**src/rtl/issue_scheduler_if.sv**
```systemverilog
// Handshake and status bundle between decode/datapath and the issue scheduler.
// Latency: none (wires only).
// Backpressure: decReady gates decode; memReq/memAck pace the data cache.
interface issue_scheduler_if;
    // Decode side
    logic        decValid;
    logic        decReady;
    logic [2:0]  opType;
    logic [4:0]  readRegister1;
    logic [4:0]  readRegister2;
    logic [4:0]  writeRegister;
    logic        regWriteFlag;
    // Writeback
    logic        wbValid;
    logic [4:0]  wbRegister;
    // Data cache
    logic        memReq;
    logic        memAck;
    // Branch resolution
    logic        branchResolved;
    logic        branchTaken;
    // Status
    logic        issue;
    logic        flush;
    logic [2:0]  inflightCount;
    logic [15:0] stallCount;

    // Decode/datapath side
    modport master (
        output decValid, opType, readRegister1, readRegister2, writeRegister,
               regWriteFlag, wbValid, wbRegister, memAck, branchResolved, branchTaken,
        input  decReady, memReq, issue, flush, inflightCount, stallCount
    );

    // Scheduler side
    modport slave (
        input  decValid, opType, readRegister1, readRegister2, writeRegister,
               regWriteFlag, wbValid, wbRegister, memAck, branchResolved, branchTaken,
        output decReady, memReq, issue, flush, inflightCount, stallCount
    );
endinterface

```
**src/rtl/issue_scheduler.sv**
```systemverilog
// In-order issue scheduler: RAW scoreboard, load/store and branch sequencing, flush.
// Latency: issue is combinational with decValid; memReq/flush appear one edge after issue.
// Backpressure: decReady drops on hazards, full in-flight window, MEM/BRANCH wait, illegal op.
// Ports: clock, resetN (async active-low); bus (slave modport) carries decode,
//        writeback, data-cache, branch and status signals.
module issue_scheduler #(
    parameter int MAX_INFLIGHT = 4
) (
    input  logic              clock,
    input  logic              resetN,
    issue_scheduler_if.slave  bus
);
    localparam logic [2:0] OP_LD = 3'd0;
    localparam logic [2:0] OP_CB = 3'd1;
    localparam logic [2:0] OP_R  = 3'd2;
    localparam logic [2:0] OP_ST = 3'd3;
    localparam logic [2:0] OP_I  = 3'd4;
    localparam logic [2:0] OP_B  = 3'd5;
    localparam logic [2:0] OP_M  = 3'd6;
    localparam logic [2:0] OP_X  = 3'd7;
    localparam logic [4:0] XZR   = 5'd31;
    localparam logic [2:0] MAX_L = 3'(MAX_INFLIGHT);

    typedef enum logic [1:0] {RUN = 2'd0, MEM = 2'd1, BRANCH = 2'd2} state_t;

    state_t      r_state;
    logic [31:0] r_pending;
    logic [2:0]  r_inflight;
    logic [15:0] r_stall;
    logic        r_memReq;
    logic        r_flush;

    logic        w_use1, w_use2, w_busy1, w_busy2, w_hazard, w_room, w_ready, w_issue;
    logic        w_set, w_clr;
    logic [31:0] w_setMask, w_clrMask;

    assign w_use1 = (bus.opType == OP_LD) || (bus.opType == OP_R) || (bus.opType == OP_ST) ||
                    (bus.opType == OP_I)  || (bus.opType == OP_M);
    assign w_use2 = (bus.opType == OP_R) || (bus.opType == OP_CB) || (bus.opType == OP_ST);

    // A register retiring this cycle is already free (writeback bypass).
    // XZR never sets its pending bit, so it can never look busy.
    assign w_busy1 = r_pending[bus.readRegister1] &&
                     !(bus.wbValid && (bus.wbRegister == bus.readRegister1));
    assign w_busy2 = r_pending[bus.readRegister2] &&
                     !(bus.wbValid && (bus.wbRegister == bus.readRegister2));
    assign w_hazard = (w_use1 && w_busy1) || (w_use2 && w_busy2);

    // Non-writing ops and XZR writes do not consume an in-flight slot.
    assign w_room  = (r_inflight < MAX_L) || !bus.regWriteFlag || (bus.writeRegister == XZR);
    assign w_ready = (r_state == RUN) && (bus.opType != OP_X) && !w_hazard && w_room;
    assign w_issue = bus.decValid && w_ready;

    assign w_set     = w_issue && bus.regWriteFlag && (bus.writeRegister != XZR);
    assign w_clr     = bus.wbValid && r_pending[bus.wbRegister];
    assign w_setMask = w_set ? (32'd1 << bus.writeRegister) : 32'd0;
    assign w_clrMask = w_clr ? (32'd1 << bus.wbRegister) : 32'd0;

    // Control FSM with registered memReq/flush.
    always_ff @(posedge clock or negedge resetN) begin
        if (!resetN) begin
            r_state  <= RUN;
            r_memReq <= 1'b0;
            r_flush  <= 1'b0;
        end else begin
            r_flush <= 1'b0;
            case (r_state)
                RUN: begin
                    if (w_issue) begin
                        case (bus.opType)
                            OP_LD, OP_ST: begin
                                r_state  <= MEM;
                                r_memReq <= 1'b1;
                            end
                            OP_CB:   r_state <= BRANCH;
                            OP_B:    r_flush <= 1'b1;
                            default: ;
                        endcase
                    end
                end
                MEM: begin
                    if (bus.memAck) begin
                        r_state  <= RUN;
                        r_memReq <= 1'b0;
                    end
                end
                BRANCH: begin
                    if (bus.branchResolved) begin
                        r_state <= RUN;
                        r_flush <= bus.branchTaken;
                    end
                end
                default: r_state <= RUN;
            endcase
        end
    end

    // Scoreboard: clear then set, so a same-cycle set of the retiring register wins
    // and the count nets to zero change.
    always_ff @(posedge clock or negedge resetN) begin
        if (!resetN) begin
            r_pending  <= 32'd0;
            r_inflight <= 3'd0;
        end else begin
            r_pending <= (r_pending & ~w_clrMask) | w_setMask;
            case ({w_set, w_clr})
                2'b10:   r_inflight <= r_inflight + 3'd1;
                2'b01:   r_inflight <= r_inflight - 3'd1;
                default: r_inflight <= r_inflight;
            endcase
        end
    end

    // Saturating stall counter.
    always_ff @(posedge clock or negedge resetN) begin
        if (!resetN) begin
            r_stall <= 16'd0;
        end else if (bus.decValid && !w_ready && (r_stall != 16'hFFFF)) begin
            r_stall <= r_stall + 16'd1;
        end
    end

    assign bus.decReady      = w_ready;
    assign bus.issue         = w_issue;
    assign bus.memReq        = r_memReq;
    assign bus.flush         = r_flush;
    assign bus.inflightCount = r_inflight;
    assign bus.stallCount    = r_stall;
endmodule

```
**src/flat_wrapper.sv**
```systemverilog
// flat-port wrapper written by rule: the top's interface ports become plain ports
module issue_scheduler_flat 
#(
    parameter int MAX_INFLIGHT = 4
)
  (clock, resetN, bus_decValid, bus_opType, bus_readRegister1, bus_readRegister2, bus_writeRegister, bus_regWriteFlag, bus_wbValid, bus_wbRegister, bus_memAck, bus_branchResolved, bus_branchTaken, bus_decReady, bus_memReq, bus_issue, bus_flush, bus_inflightCount, bus_stallCount);
  issue_scheduler_if bus_i ();
  input  logic clock;
  input  logic resetN;
  input wire logic [$bits(bus_i.decValid)-1:0] bus_decValid;
  input wire logic [$bits(bus_i.opType)-1:0] bus_opType;
  input wire logic [$bits(bus_i.readRegister1)-1:0] bus_readRegister1;
  input wire logic [$bits(bus_i.readRegister2)-1:0] bus_readRegister2;
  input wire logic [$bits(bus_i.writeRegister)-1:0] bus_writeRegister;
  input wire logic [$bits(bus_i.regWriteFlag)-1:0] bus_regWriteFlag;
  input wire logic [$bits(bus_i.wbValid)-1:0] bus_wbValid;
  input wire logic [$bits(bus_i.wbRegister)-1:0] bus_wbRegister;
  input wire logic [$bits(bus_i.memAck)-1:0] bus_memAck;
  input wire logic [$bits(bus_i.branchResolved)-1:0] bus_branchResolved;
  input wire logic [$bits(bus_i.branchTaken)-1:0] bus_branchTaken;
  output wire logic [$bits(bus_i.decReady)-1:0] bus_decReady;
  output wire logic [$bits(bus_i.memReq)-1:0] bus_memReq;
  output wire logic [$bits(bus_i.issue)-1:0] bus_issue;
  output wire logic [$bits(bus_i.flush)-1:0] bus_flush;
  output wire logic [$bits(bus_i.inflightCount)-1:0] bus_inflightCount;
  output wire logic [$bits(bus_i.stallCount)-1:0] bus_stallCount;
  assign bus_i.decValid = bus_decValid;
  assign bus_i.opType = bus_opType;
  assign bus_i.readRegister1 = bus_readRegister1;
  assign bus_i.readRegister2 = bus_readRegister2;
  assign bus_i.writeRegister = bus_writeRegister;
  assign bus_i.regWriteFlag = bus_regWriteFlag;
  assign bus_i.wbValid = bus_wbValid;
  assign bus_i.wbRegister = bus_wbRegister;
  assign bus_i.memAck = bus_memAck;
  assign bus_i.branchResolved = bus_branchResolved;
  assign bus_i.branchTaken = bus_branchTaken;
  assign bus_decReady = bus_i.decReady;
  assign bus_memReq = bus_i.memReq;
  assign bus_issue = bus_i.issue;
  assign bus_flush = bus_i.flush;
  assign bus_inflightCount = bus_i.inflightCount;
  assign bus_stallCount = bus_i.stallCount;
  issue_scheduler #(.MAX_INFLIGHT(MAX_INFLIGHT)) u_core (.clock(clock), .resetN(resetN), .bus(bus_i));
endmodule
```
**config.mk**
```make
export PLATFORM = sky130hd
export DESIGN_NAME = issue_scheduler_flat
export DESIGN_NICKNAME = d
export VERILOG_FILES = /design/src/rtl/issue_scheduler_if.sv /design/src/rtl/issue_scheduler.sv /design/src/flat_wrapper.sv
export SDC_FILE = /design/constraint.sdc
export NUM_CORES = 1
export LEC_CHECK = 0
export CAP_MARGIN = 20
export CORE_MARGIN = 1.5
export CORE_UTILIZATION = 40
export CTS_CLUSTER_SIZE = 12
export DETAILED_ROUTE_END_ITERATION = 7
export GPL_TIMING_DRIVEN = 0
export PLACE_DENSITY_LB_ADDON = 0.05
export SLEW_MARGIN = 20
export SYNTH_ARGS = -nofsm -noshare
export SYNTH_HDL_FRONTEND = slang
export SYNTH_SLANG_ARGS = --single-unit
```
**constraint.sdc**
```tcl
create_clock -name clock -period 4.15 [get_ports clock]
set_input_delay 0.83 -clock clock [delete_from_list [all_inputs] [get_ports clock]]
set_output_delay 0.83 -clock clock [all_outputs]
set_load 0.03 [all_outputs]
```
# Word-level counts from Yosys, hierarchy flattened
# Cells that the tools add are included.
# Widths: inputs -> output; s select.
# op_classes
reduce_logical	36
shift	2
eq_ne	21
bitwise	3
n_lt_le_gt_ge	4
n_mux	22
n_addsub	3
# op_table
op	n
$mux 32	2
$shl 1x5->32 const A	2
$and 32x32->32	1
$not 32->32	1
$or 32x32->32	1
$lt 5x6->1 const B	3
$add 16x1->16 const B	1
$ne 16x16->1 const B	1
$bmux 1 s5	3
$logic_and 1x1->1	15
$eq 5x5->1	2
$eq 3x3->1 const B	3
$logic_or 1x1->1	9
$mux 1	9
$reduce_and 4->1	2
$eq 3x2->1 const B	2
$mux 2	3
$ne 2x2->1 const B	3
$pmux 2 s3	1
$pmux 3 s2	1
$eq 5x5->1 const B	1
$logic_not 1->1	5
$ne 5x5->1 const B	1
$eq 2x1->1 const B	2
other kinds (14)	17
# word_totals
input_bits	31
output_inout_bits	23
ff_bits	55

# Logic depth before layout (Yosys ltp)
# Gate-level depths: netlist (run 1).
# logic_depth
word_depth	15
mapped_depth	16
depth_no_buf	14

# Worst setup path before layout (run 1)
# No wires, ideal clock.
# synth_path
kind	input -> register
startpoint	input port bus_readRegister2[1]
endpoint	register u_core.r_inflight[2], in the netlist u_core.bus.inflightCount[2]
setup_ps	136
arrival_ps	3713
setup_slack_ps	301
t_required_ps	4014
cell_stages	16
n_path_buf	2
path_cell_list	buf_2 -> mux4_2 -> o22ai_1 -> o22ai_1 -> o211a_1 -> a211oi_4 -> buf_6 -> nand2_4 -> inv_1 -> o211ai_1 -> ha_1 -> inv_1 -> fa_1 -> xor2_1 -> nor2_1 -> xor2_1
# synth_between
elab_chain_cells	14
# synth_lines
item	line_no	text
from (decl)	flat_wrapper.sv:13	input wire logic [$bits(bus_i.readRegister2)-1:0] bus_readRegister2;
branches (longest 3 deep; another with $bmux 1 s5)	-	
$logic_and 1x1->1 *	issue_scheduler.sv:45	assign w_busy2 = r_pending[bus.readRegister2] &&
$logic_and 1x1->1 *	issue_scheduler.sv:47	assign w_hazard = (w_use1 && w_busy1) || (w_use2 && w_busy2);
$logic_or 1x1->1 *	issue_scheduler.sv:47	
$logic_not 1->1 *	issue_scheduler.sv:51	assign w_ready = (r_state == RUN) && (bus.opType != OP_X) && !w_hazard && w_room;
$logic_and 1x1->1 * (2 in series)	issue_scheduler.sv:51	
$logic_and 1x1->1 *	issue_scheduler.sv:52	assign w_issue = bus.decValid && w_ready;
named net bus_issue	flat_wrapper.sv:23	output wire logic [$bits(bus_i.issue)-1:0] bus_issue;
$logic_and 1x1->1 * (2 in series)	issue_scheduler.sv:54	assign w_set = w_issue && bus.regWriteFlag && (bus.writeRegister != XZR);
$eq 2x1->1 or $eq 2x2->1 (tied branches)	issue_scheduler.sv:106	case ({w_set, w_clr})
$pmux 3 s2 or $reduce_bool 2->1 (tied branches)	-	
to (signal assigned)	issue_scheduler.sv:107	2'b10: r_inflight <= r_inflight + 3'd1;
to (signal assigned)	issue_scheduler.sv:108	2'b01: r_inflight <= r_inflight - 3'd1;
to (signal assigned)	issue_scheduler.sv:109	default: r_inflight <= r_inflight;
to (decl)	issue_scheduler.sv:28	logic [2:0] r_inflight;
# Mark *: on every way through the listed nets, which the timed path passes. The select of a mux whose other input is x is not followed.
# A chain may end at the register's enable or synchronous reset.

# Final worst setup path (run 1)
# layout_path
startpoint	input port bus_wbRegister[2]
endpoint	output port bus_issue
# layout_between
elab_chain_cells	10
# layout_lines
item	line_no	text
from (decl)	flat_wrapper.sv:17	input wire logic [$bits(bus_i.wbRegister)-1:0] bus_wbRegister;
$eq 5x5->1, on equally long branches	issue_scheduler.sv:44, issue_scheduler.sv:46	
$logic_and 1x1->1, on equally long branches	issue_scheduler.sv:44, issue_scheduler.sv:46	
$logic_not 1->1, on equally long branches	issue_scheduler.sv:44, issue_scheduler.sv:46	
$logic_and 1x1->1, on equally long branches	issue_scheduler.sv:43, issue_scheduler.sv:45	
$logic_and 1x1->1	issue_scheduler.sv:47	
$logic_or 1x1->1 *	issue_scheduler.sv:47	
$logic_not 1->1 *	issue_scheduler.sv:51	
$logic_and 1x1->1 * (2 in series)	issue_scheduler.sv:51	
$logic_and 1x1->1 *	issue_scheduler.sv:52	
to (decl)	flat_wrapper.sv:23	
# Every way passes the cells marked *; elsewhere a longest branch is shown, timed or not.

==> impl_metrics.json, run 1 <==
{
  "post-route-util": 0.486,
  "start_kind": "input pin",
  "outcome": "finished clean",
  "post-route-drc-count": 0,
  "wl_per_cell_um": 18.8,
  "synth_nets": 368,
  "fin_ws_ns": 0.237,
  "ir_drop_v": 0.000339,
  "stdcell_area_um2": 4200,
  "drt_iter0_markers": 170,
  "synth_async_sr_flop_share": 1.00,
  "dp_hpwl_um": 7090,
  "cp_slowest_cell": "clkdlybuf4s50_1",
  "gp_congestion": 0.834,
  "synth-main-ff-cell": "dfrtp_1",
  "critical_path_class": "input pin to output port",
  "final-instance-count-excl-fill": 495,
  "grt_pass1_wl_um": 15100,
  "min_period_ns": 3.91,
  "core-area_um2": 8640,
  "antenna_found_initial": 0,
  "grt_pass1_vias": 2891,
  "power_leakage_nw": 1.79,
  "sw_frac_of_total": 0.379,
  "slowest_delay_ns": 0.43,
  "timing.fmax_ghz": 0.256,
  "hold_class": "flop to flop",
  "ios": 54,
  "p_per_area_nw_per_um2": 418,
  "critPathBufInv": 6,
  "dpl_cell_area_um2": 4090,
  "final_nets": 420,
  "hold_violations": 0,
  "dieArea_um2": 9410,
  "power.switching_uw": 664,
  "die_h_um": 97.0,
  "cts_num_sinks": 55,
  "avgSynthCellArea_um2": 10.6,
  "clockPowerShare": 0.172,
  "drv_slew": 0,
  "first_pass_iters": 5,
  "ys_seq_elements": 55,
  "h-tree-depth": 2,
  "drt_wl_total_um": 9310,
  "crit_fanout": 10,
  "drive_above_1_share": 0.145,
  "yosysUniqueCellTypes": 48,
  "end_kind": "output port",
  "grt_max_degree": 56,
  "synth-seq-area-share": 0.390,
  "setup-violations-final": 0,
  "cts_buffer_depth": 2,
  "synth_edf_count": 0,
  "maxSlewHeadroom": 0.503,
  "avgViaCountPerCell": 5.94,
  "post-route-period-util": 0.943,
  "comb_power_share": 0.385,
  "yosysWarnings": 0,
  "cts.clk_slew.worst_paths_ns": 0.10,
  "tightest_slew_ns": 0.740,
  "vias": 2941,
  "rows": 34,
  "rsz0062_at_grt": "no",
  "p_int_mw": 1.09,
  "power_mw": 1.75,
  "ant_nets": 0,
  "arrival_ns": 3.08,
  "diodes": 0,
  "cts_tree": "yes",
  "cap_violations": 0,
  "placed_cells": 484,
  "die_w_um": 97.0,
  "clk_latency_ns": 0.32,
  "hold_slack_ns": 0.508,
  "fin_tns_setup_ns": 0,
  "crit_chain": "clkdlybuf4s50_1, clkbuf_4, xor2_1, nor4_2, a311oi_1, o211a_1, a211oi_4, buf_4, buf_6, nand2_4, inv_1, buf_2",
  "port_buffers": 42,
  "synthCells": 334,
  "post-place-ws_ns": -0.737,
  "start_util": 0.409,
  "cts_made_buffers": 5,
  "critical-path-top-delay-family": "buffers and inverters",
  "grt-ovfl-total": 0,
  "area_delta_synth_final_pct": 18.8,
  "clk_root_buffer_cell": "clkbuf_8",
  "clock_skew_ns": 0.0122,
  "syn_area_um2": 3530,
  "p_seq_frac": 0.442,
  "required_ns": 3.32,
  "track_usage": 0.204
}
routing by layer:
layer / GRT usage / vias to the layer above / wire length [µm]
met5: 0 / - / 0
met4: 0.0513 / 0 / 99
met3: 0.0296 / 8 / 492
met2: 0.309 / 105 / 4260
met1: 0.307 / 1470 / 4450
li1: - / 1358 / -
power groups by stage:
stage | combinational [mW] | clock (mW) | sequential, mW
6_report | 0.676 | 0.302 | 0.776
5_1_grt | 0.739 | 0.330 | 0.795
4_1_cts | 0.686 | 0.310 | 0.772
3_5_place_dp | 0.671 | 0 | 0.783
3_3_place_gp | 0.668 | 0 | 0.779
2_1_floorplan | 0.357 | 0 | 0.836
kinds of logic after synthesis:
| family | synth area share |
|---|---|
| compound gates | 0.143 |
| simple gates | 0.145 |
| fa+ha+maj | 0.0127 |
| flops | 0.390 |
| mux | 0.198 |
| buf+inv | 0.0400 |
| xor+xnor | 0.0719 |
path summary, 6_finish.rpt:
kind	start	end	slack [ns]	cells after the start
min in group asynchronous	resetN	u_core.bus.flush	0.53	1
hold reg to reg	u_core.bus.stallCount[8]	u_core.bus.stallCount[8]	0.51	1
max in group asynchronous	resetN	u_core.r_pending[15]	3.13	1
setup / recovery	bus_wbRegister[2]	bus_issue	0.24	12
setup reg to reg	u_core.r_pending[6]	u_core.bus.inflightCount[2]	0.81	16
hold / removal	u_core.bus.stallCount[8]	u_core.bus.stallCount[8]	0.51	1
worst register-to-register path, stage by stage, from the launching register on:
cell and delay, ns:
dfrtp_1 0.42, mux4_2 0.27, mux2i_1 0.07, a2111oi_0 0.62
a21o_1 0.19, a211oi_4 0.06, buf_4 0.17, buf_6 0.15
nand2_4 0.10, inv_1 0.06, o211ai_1 0.09, ha_1 0.21
inv_1 0.06, fa_1 0.37, xor2_1 0.17, nor2_1 0.11
xor2_1 0.16
placed cells by master (no fill, tap or decap), drive strengths merged, types with 5 or more instances in the layout:
master | Yosys | final
o21ai | 65 | 65
dfrtp | 55 | 55
clkdlybuf4s50 | 0 | 39
xor2 | 26 | 26
mux4 | 23 | 23
nand2 | 22 | 22
buf | 10 | 15
clkbuf | 8 | 14
mux2i | 11 | 11
nand3 | 11 | 11
inv | 10 | 11
nor3 | 10 | 10
nor2 | 9 | 9
and3 | 6 | 6
nand2b | 6 | 6
nand4 | 6 | 6
nor4 | 6 | 6
mux2 | 5 | 5
registers in the layout (all words and copies together) (netlist names):
register / flops
u_core.bus.inflightCount: 3
u_core.bus.stallCount: 16
u_core.r_state: 2
u_core.bus.memReq: 1
u_core.bus.flush: 1
u_core.r_pending: 32
layout make-up:
class                           count  area [µm²]
Fill cell                         855        4440
Multi-Input combinational cell    251        2020
Sequential cell                    55        1380
Timing Repair Buffer               45         430
Tap cell                          108         135
Buffer                             18         108
Clock buffer                        5        68.8
Inverter                           10        37.5
Clock inverter                      3        18.8
synthesized netlist by cell type, drive strengths merged, types with 2 or more instances:
cell / count / area, µm²
xor2: 26 / 228
a21oi: 3 / 15.0
o21ai: 65 / 325
nand4: 6 / 37.5
nor2: 9 / 33.8
o22ai: 3 / 18.8
a311oi: 2 / 17.5
mux4: 23 / 533
clkbuf: 8 / 30.0
nor3b: 4 / 35.0
mux2i: 11 / 110
o211ai: 2 / 15.0
ha: 2 / 25.0
and3: 6 / 37.5
nand2: 22 / 90.1
dfrtp: 55 / 1380
a31o: 2 / 17.5
nand3: 11 / 55.1
nand3b: 3 / 22.5
nand4b: 3 / 26.3
nor2b: 3 / 18.8
xnor2: 3 / 26.3
o41ai: 2 / 17.5
inv: 10 / 37.5
buf: 10 / 73.8
nor3: 10 / 50.1
mux2: 5 / 56.3
nand2b: 6 / 37.5
nor4: 6 / 37.5
what timing repair did:
| item | 4_1_cts | 5_1_grt |
|---|---|---|
| setup buffers | 3 | 0 |
| gates resized for setup | 5 | 7 |
| endpoints found under the setup margin | 2 | 2 |
| hold buffers | 0 | 0 |
| pin swaps | 1 | 1 |
No activity file was read; power rests on OpenSTA's default activity.
==> inputs of run 2 (changes only) <==
--- a/config.mk
+++ b/config.mk
@@ -11,7 +11,8 @@
 export CTS_CLUSTER_SIZE = 12
 export DETAILED_ROUTE_END_ITERATION = 7
 export GPL_TIMING_DRIVEN = 0
-export PLACE_DENSITY_LB_ADDON = 0.05
+export PLACE_DENSITY = 0.72
+export SKIP_LAST_GASP = 1
 export SLEW_MARGIN = 20
 export SYNTH_ARGS = -nofsm -noshare
 export SYNTH_HDL_FRONTEND = slang
==> run 2 against run 1 <==
  * Wire length is 1.4% higher
  * Clock skew is 0.0018 ns higher
  * Non-clock buffer count is 2 lower
  * Combinational power hardly changed
  * Global-route usage is 0.24 points higher
  * Count of clock-buffer cells in the layout is 1 higher
  * Fmax is 2.0% lower
  * Sequential cell count stayed put
  * Critical path type unchanged
  * Largest cell class unchanged
  * Highest routed layer unchanged
==> impl_metrics.json, run 2 (synthesized netlist as in run 1, its figures left out) <==
{
  "outcome": "finished clean",
  "start_util": 0.409,
  "timing.fmax_ghz": 0.250,
  "die_h_um": 97.0,
  "die_w_um": 97.0,
  "required_ns": 3.32,
  "ios": 54,
  "post-place-ws_ns": -0.631,
  "critical_path_class": "input pin to output port",
  "dieArea_um2": 9410,
  "ir_drop_v": 0.000313,
  "grt-ovfl-total": 0,
  "post-route-drc-count": 0,
  "hold_slack_ns": 0.501,
  "cts_made_buffers": 5,
  "drt_iter0_markers": 150,
  "first_pass_iters": 4,
  "cap_violations": 0,
  "tightest_slew_ns": 0.712,
  "end_kind": "output port",
  "arrival_ns": 3.16,
  "regMostFlops": "u_core.r_pending",
  "largest_reg_flops": 32,
  "post-route-period-util": 0.962,
  "antenna_found_initial": 0,
  "final_nets": 418,
  "area_delta_synth_final_pct": 18.5,
  "avgViaCountPerCell": 6.04,
  "p_per_area_nw_per_um2": 424,
  "clk_root_buffer_cell": "clkbuf_8",
  "power_mw": 1.77,
  "drive_above_1_share": 0.135,
  "fin_ws_ns": 0.158,
  "h-tree-depth": 2,
  "ant_nets": 0,
  "cts.clk_slew.worst_paths_ns": 0.09,
  "port_buffers": 42,
  "clk_latency_ns": 0.32,
  "stdcell_area_um2": 4190,
  "slowest_delay_ns": 0.50,
  "maxSlewHeadroom": 0.522,
  "fin_tns_setup_ns": 0,
  "crit_chain": "clkdlybuf4s50_1, clkbuf_2, xor2_1, nor4_1, a311oi_1, o211a_1, a211oi_4, buf_6, dlygate4sd2_1",
  "layout_commonest_cell": "o21ai_0",
  "dp_hpwl_um": 6990,
  "diodes": 0,
  "critical-path-top-delay-family": "buffers and inverters",
  "dpl_cell_area_um2": 4090,
  "core-area_um2": 8640,
  "n_fill_cell": 795,
  "gp_congestion": 0.866,
  "cts_tree": "yes",
  "r2r_slack_ns": 0.86,
  "power_leakage_nw": 1.78,
  "critPathBufInv": 4,
  "cp_slowest_cell": "clkdlybuf4s50_1",
  "cts_num_sinks": 55,
  "grt_pass1_wl_um": 15500,
  "start_kind": "input pin",
  "track_usage": 0.206,
  "grt_max_degree": 56,
  "crit_fanout": 10,
  "hold_class": "flop to flop",
  "rows": 34,
  "min_period_ns": 3.99,
  "cts_buffer_depth": 2,
  "wl_per_cell_um": 19.1,
  "drv_slew": 0,
  "vias": 2976,
  "hold_violations": 0,
  "grt_pass1_vias": 3033,
  "drt_wl_total_um": 9430,
  "rsz0062_at_grt": "no",
  "clock_skew_ns": 0.0140,
  "final_cell_mix": "64 x o21ai_0, 55 x dfrtp_1, 39 x clkdlybuf4s50_1",
  "setup-violations-final": 0
}
## run 2: cell count changes in the layout (fill, tap and decap cells not counted), sizes merged
cell,change
buf,-3
clkbuf,+1
dlygate4sd2,+1
clkinvlp,+1
inv,-1
clkinv,-1
## run 2: final timing paths
kind                                             start                          end  cells past startpoint
max                                  bus_wbRegister[2]                 bus_decReady                      9
min                        u_core.bus.inflightCount[0]  u_core.bus.inflightCount[0]                      1
max reg2reg                        u_core.r_pending[9]  u_core.bus.inflightCount[2]                     15
min reg2reg                u_core.bus.inflightCount[0]  u_core.bus.inflightCount[0]                      1
max in group asynchronous                       resetN         u_core.r_pending[17]                      1
min in group asynchronous                       resetN          u_core.r_pending[3]                      1
## run 2: cell type report
| type | instances | area, µm² | area share |
|---|---|---|---|
| flip-flops and latches | 55 | 1380 | 0.329 |
| repair buffers | 43 | 419 | 0.100 |
| clock buffers | 6 | 82.6 | 0.0197 |
| plain buffers | 18 | 105 | 0.0251 |
| inverters | 10 | 37.5 | 0.00896 |
| well taps | 108 | 135 | 0.0323 |
| clock inverters | 2 | 16.3 | 0.00388 |
| multi-input cells | 251 | 2020 | 0.481 |
## run 2: stage by stage
step	std cells	utilization
after floorplan	334	-
after global placement	484	0.473
after detailed placement	484	0.473
after CTS	493	0.485
after global routing	493	0.485
final	493	0.485
## run 2: timing repair
item	4_1_cts	5_1_grt
hold buffers	0	0
resized for setup	3	2
pin swaps	1	0
setup endpoints to repair	2	1
buffers inserted	1	0
## run 2: power by group
group / switching (mW) / internal (mW)
clock network: 0.180 / 0.137
logic: 0.360 / 0.319
registers: 0.131 / 0.646
## run 2: routing by layer
metal	vias to the layer above	share of wire	global-route usage
met4	0	0.020	0.0713
met3	16	0.068	0.0441
met1	1471	0.43	0.273
met5	-	0	0
met2	130	0.48	0.336
li1	1359	-	-
==> inputs of run 3 (changes only) <==
--- a/config.mk
+++ b/config.mk
@@ -7,11 +7,11 @@
 export LEC_CHECK = 0
 export CAP_MARGIN = 20
 export CORE_MARGIN = 1.5
-export CORE_UTILIZATION = 40
+export CORE_UTILIZATION = 55
 export CTS_CLUSTER_SIZE = 12
 export DETAILED_ROUTE_END_ITERATION = 7
 export GPL_TIMING_DRIVEN = 0
-export PLACE_DENSITY = 0.72
+export PLACE_DENSITY = 0.91
 export SKIP_LAST_GASP = 1
 export SLEW_MARGIN = 20
 export SYNTH_ARGS = -nofsm -noshare
==> run 3 against run 2 <==
  * Sequential cell count unchanged
  * Total power decreased by 0.38%
  * Via count increased by 2.6%
  * Register-to-register slack improved by 0.02 ns
  * Sequential power about the same
  * Wire length decreased by 2.1%
  * Setup slack improved by 0.0073 ns
  * Count of clock-buffer cells in the layout decreased by 1
  * Largest cell class unchanged
  * Largest power group unchanged
  * Highest routed layer unchanged
==> impl_metrics.json, run 3 (synthesized netlist as in run 1, its figures left out) <==
{
  "outcome": "finished clean",
  "critPathBufInv": 5,
  "slowest_delay_ns": 0.44,
  "hold_slack_ns": 0.496,
  "power_leakage_nw": 1.78,
  "crit_fanout": 10,
  "clk_root_buffer_cell": "clkbuf_8",
  "grt_pass1_vias": 3104,
  "wl_met2_um": 4490,
  "largest_reg_flops": 32,
  "fin_ws_ns": 0.165,
  "dp_hpwl_um": 6990,
  "hold_class": "flop to flop",
  "cts_buffer_depth": 2,
  "wl_met3_um": 848,
  "min_period_ns": 3.99,
  "cap_violations": 0,
  "required_ns": 3.32,
  "final_nets": 419,
  "end_kind": "output port",
  "cts_hold_buf": 0,
  "ios": 54,
  "track_usage": 0.278,
  "m1WireLength_um": 3530,
  "tightest_slew_ns": 0.700,
  "post-place-ws_ns": -0.565,
  "grt_pass1_wl_um": 15300,
  "layout_commonest_cell": "o21ai_0",
  "dieArea_um2": 6910,
  "critical-path-top-delay-family": "buffers and inverters",
  "cts_num_sinks": 55,
  "avgViaCountPerCell": 6.60,
  "seqCellArea_um2": 1380,
  "ir_drop_v": 0.000394,
  "h-tree-depth": 2,
  "drv_slew": 0,
  "clock_skew_ns": 0.0132,
  "rows": 29,
  "regMostFlops": "u_core.r_pending",
  "area_delta_synth_final_pct": 17.5,
  "timing.fmax_ghz": 0.251,
  "setup-violations-final": 0,
  "post-route-drc-count": 0,
  "crit_chain": "clkdlybuf4s50_1, clkbuf_2, xor2_1, nor4_1, a311oi_1, o211a_1, a211oi_4, buf_4, buf_6, clkdlybuf4s15_1",
  "arrival_ns": 3.16,
  "drive_above_1_share": 0.137,
  "maxSlewHeadroom": 0.530,
  "die_w_um": 83.2,
  "rsz0062_at_grt": "no",
  "clk_latency_ns": 0.32,
  "cts_made_buffers": 5,
  "die_h_um": 83.2,
  "port_buffers": 42,
  "final_cell_mix": "64 x o21ai_0, 55 x dfrtp_1, 39 x clkdlybuf4s50_1",
  "highest_layer": "met4",
  "ant_nets": 0,
  "diodes": 0,
  "multiInputGateArea_um2": 2020,
  "hold_violations": 0,
  "vias": 3054,
  "grt_max_degree": 56,
  "post-route-period-util": 0.960,
  "cts.clk_slew.worst_paths_ns": 0.11,
  "n_fill_cell": 499,
  "first_pass_iters": 6,
  "start_util": 0.563,
  "r2r_slack_ns": 0.88,
  "critical_path_class": "input pin to output port",
  "grt-ovfl-total": 0,
  "wl_per_cell_um": 19.9,
  "drt_wl_total_um": 9230,
  "core-area_um2": 6280,
  "cts_tree": "yes",
  "drt_iter0_markers": 330,
  "start_kind": "input pin",
  "antenna_found_initial": 0,
  "gp_congestion": 0.952,
  "p_per_area_nw_per_um2": 426,
  "cp_slowest_cell": "clkdlybuf4s50_1"
}
## run 3: changes by cell type in the layout (fill, tap and decap cells not counted)
cell | before | now
buf_4 | 2 | 3
clkbuf_8 | 6 | 5
clkdlybuf4s15_1 | 0 | 1
clkinv_4 | 1 | 2
dlygate4sd2_1 | 1 | 0
## run 3: where the power goes
| part | switching (mW) | internal (mW) | total [mW] | leakage [nW] |
|---|---|---|---|---|
| sequential | 0.131 | 0.646 | 0.777 | 0.729 |
| clock | 0.182 | 0.121 | 0.303 | 0.0443 |
| combinational | 0.363 | 0.323 | 0.687 | 1.01 |
## run 3: per-layer routing
layer / vias up / GRT usage
met1: 1461 / 0.366
met5: - / 0
met4: 0 / 0.138
li1: 1359 / -
met2: 197 / 0.443
met3: 37 / 0.0527
## run 3: final cells by class
class / instances / area share
flip-flops and latches: 55 / 0.331
well taps: 77 / 0.0232
inverters: 10 / 0.00904
clock buffers: 5 / 0.0166
clock inverters: 3 / 0.00603
repair buffers: 44 / 0.103
multi-input cells: 251 / 0.485
plain buffers: 18 / 0.0253
## run 3: stage by stage
| step | instance area [µm²] | TNS (ns) | power (mW) | instances | util |
|---|---|---|---|---|---|
| global placement | 4050 | -0.967 | 1.42 | 453 | 0.645 |
| finish | 4150 | 0 | 1.77 | 463 | 0.662 |
| floorplan | 3530 | 0 | 1.19 | 334 | - |
| detailed placement | 4050 | -1.17 | 1.46 | 453 | 0.645 |
| CTS | 4160 | 0 | 1.76 | 463 | 0.662 |
| global route | 4150 | 0 | 1.87 | 463 | 0.662 |
## run 3: path summary, 6_finish.rpt
| kind | from | endpoint | cells past startpoint |
|---|---|---|---|
| max | bus_wbRegister[2] | bus_decReady | 10 |
| min | u_core.bus.stallCount[8] | u_core.bus.stallCount[8] | 1 |
| max reg2reg | u_core.r_pending[20] | u_core.bus.inflightCount[2] | 15 |
| min reg2reg | u_core.bus.stallCount[8] | u_core.bus.stallCount[8] | 1 |
| max in group asynchronous | resetN | u_core.bus.stallCount[1] | 1 |
| min in group asynchronous | resetN | u_core.r_pending[5] | 1 |
## run 3: what timing repair did
| item | 4_1_cts | 5_1_grt |
|---|---|---|
| resized for setup | 3 | 3 |
| setup endpoints to repair | 2 | 2 |
| pin swaps | 1 | 0 |
| setup buffers | 2 | 0 |
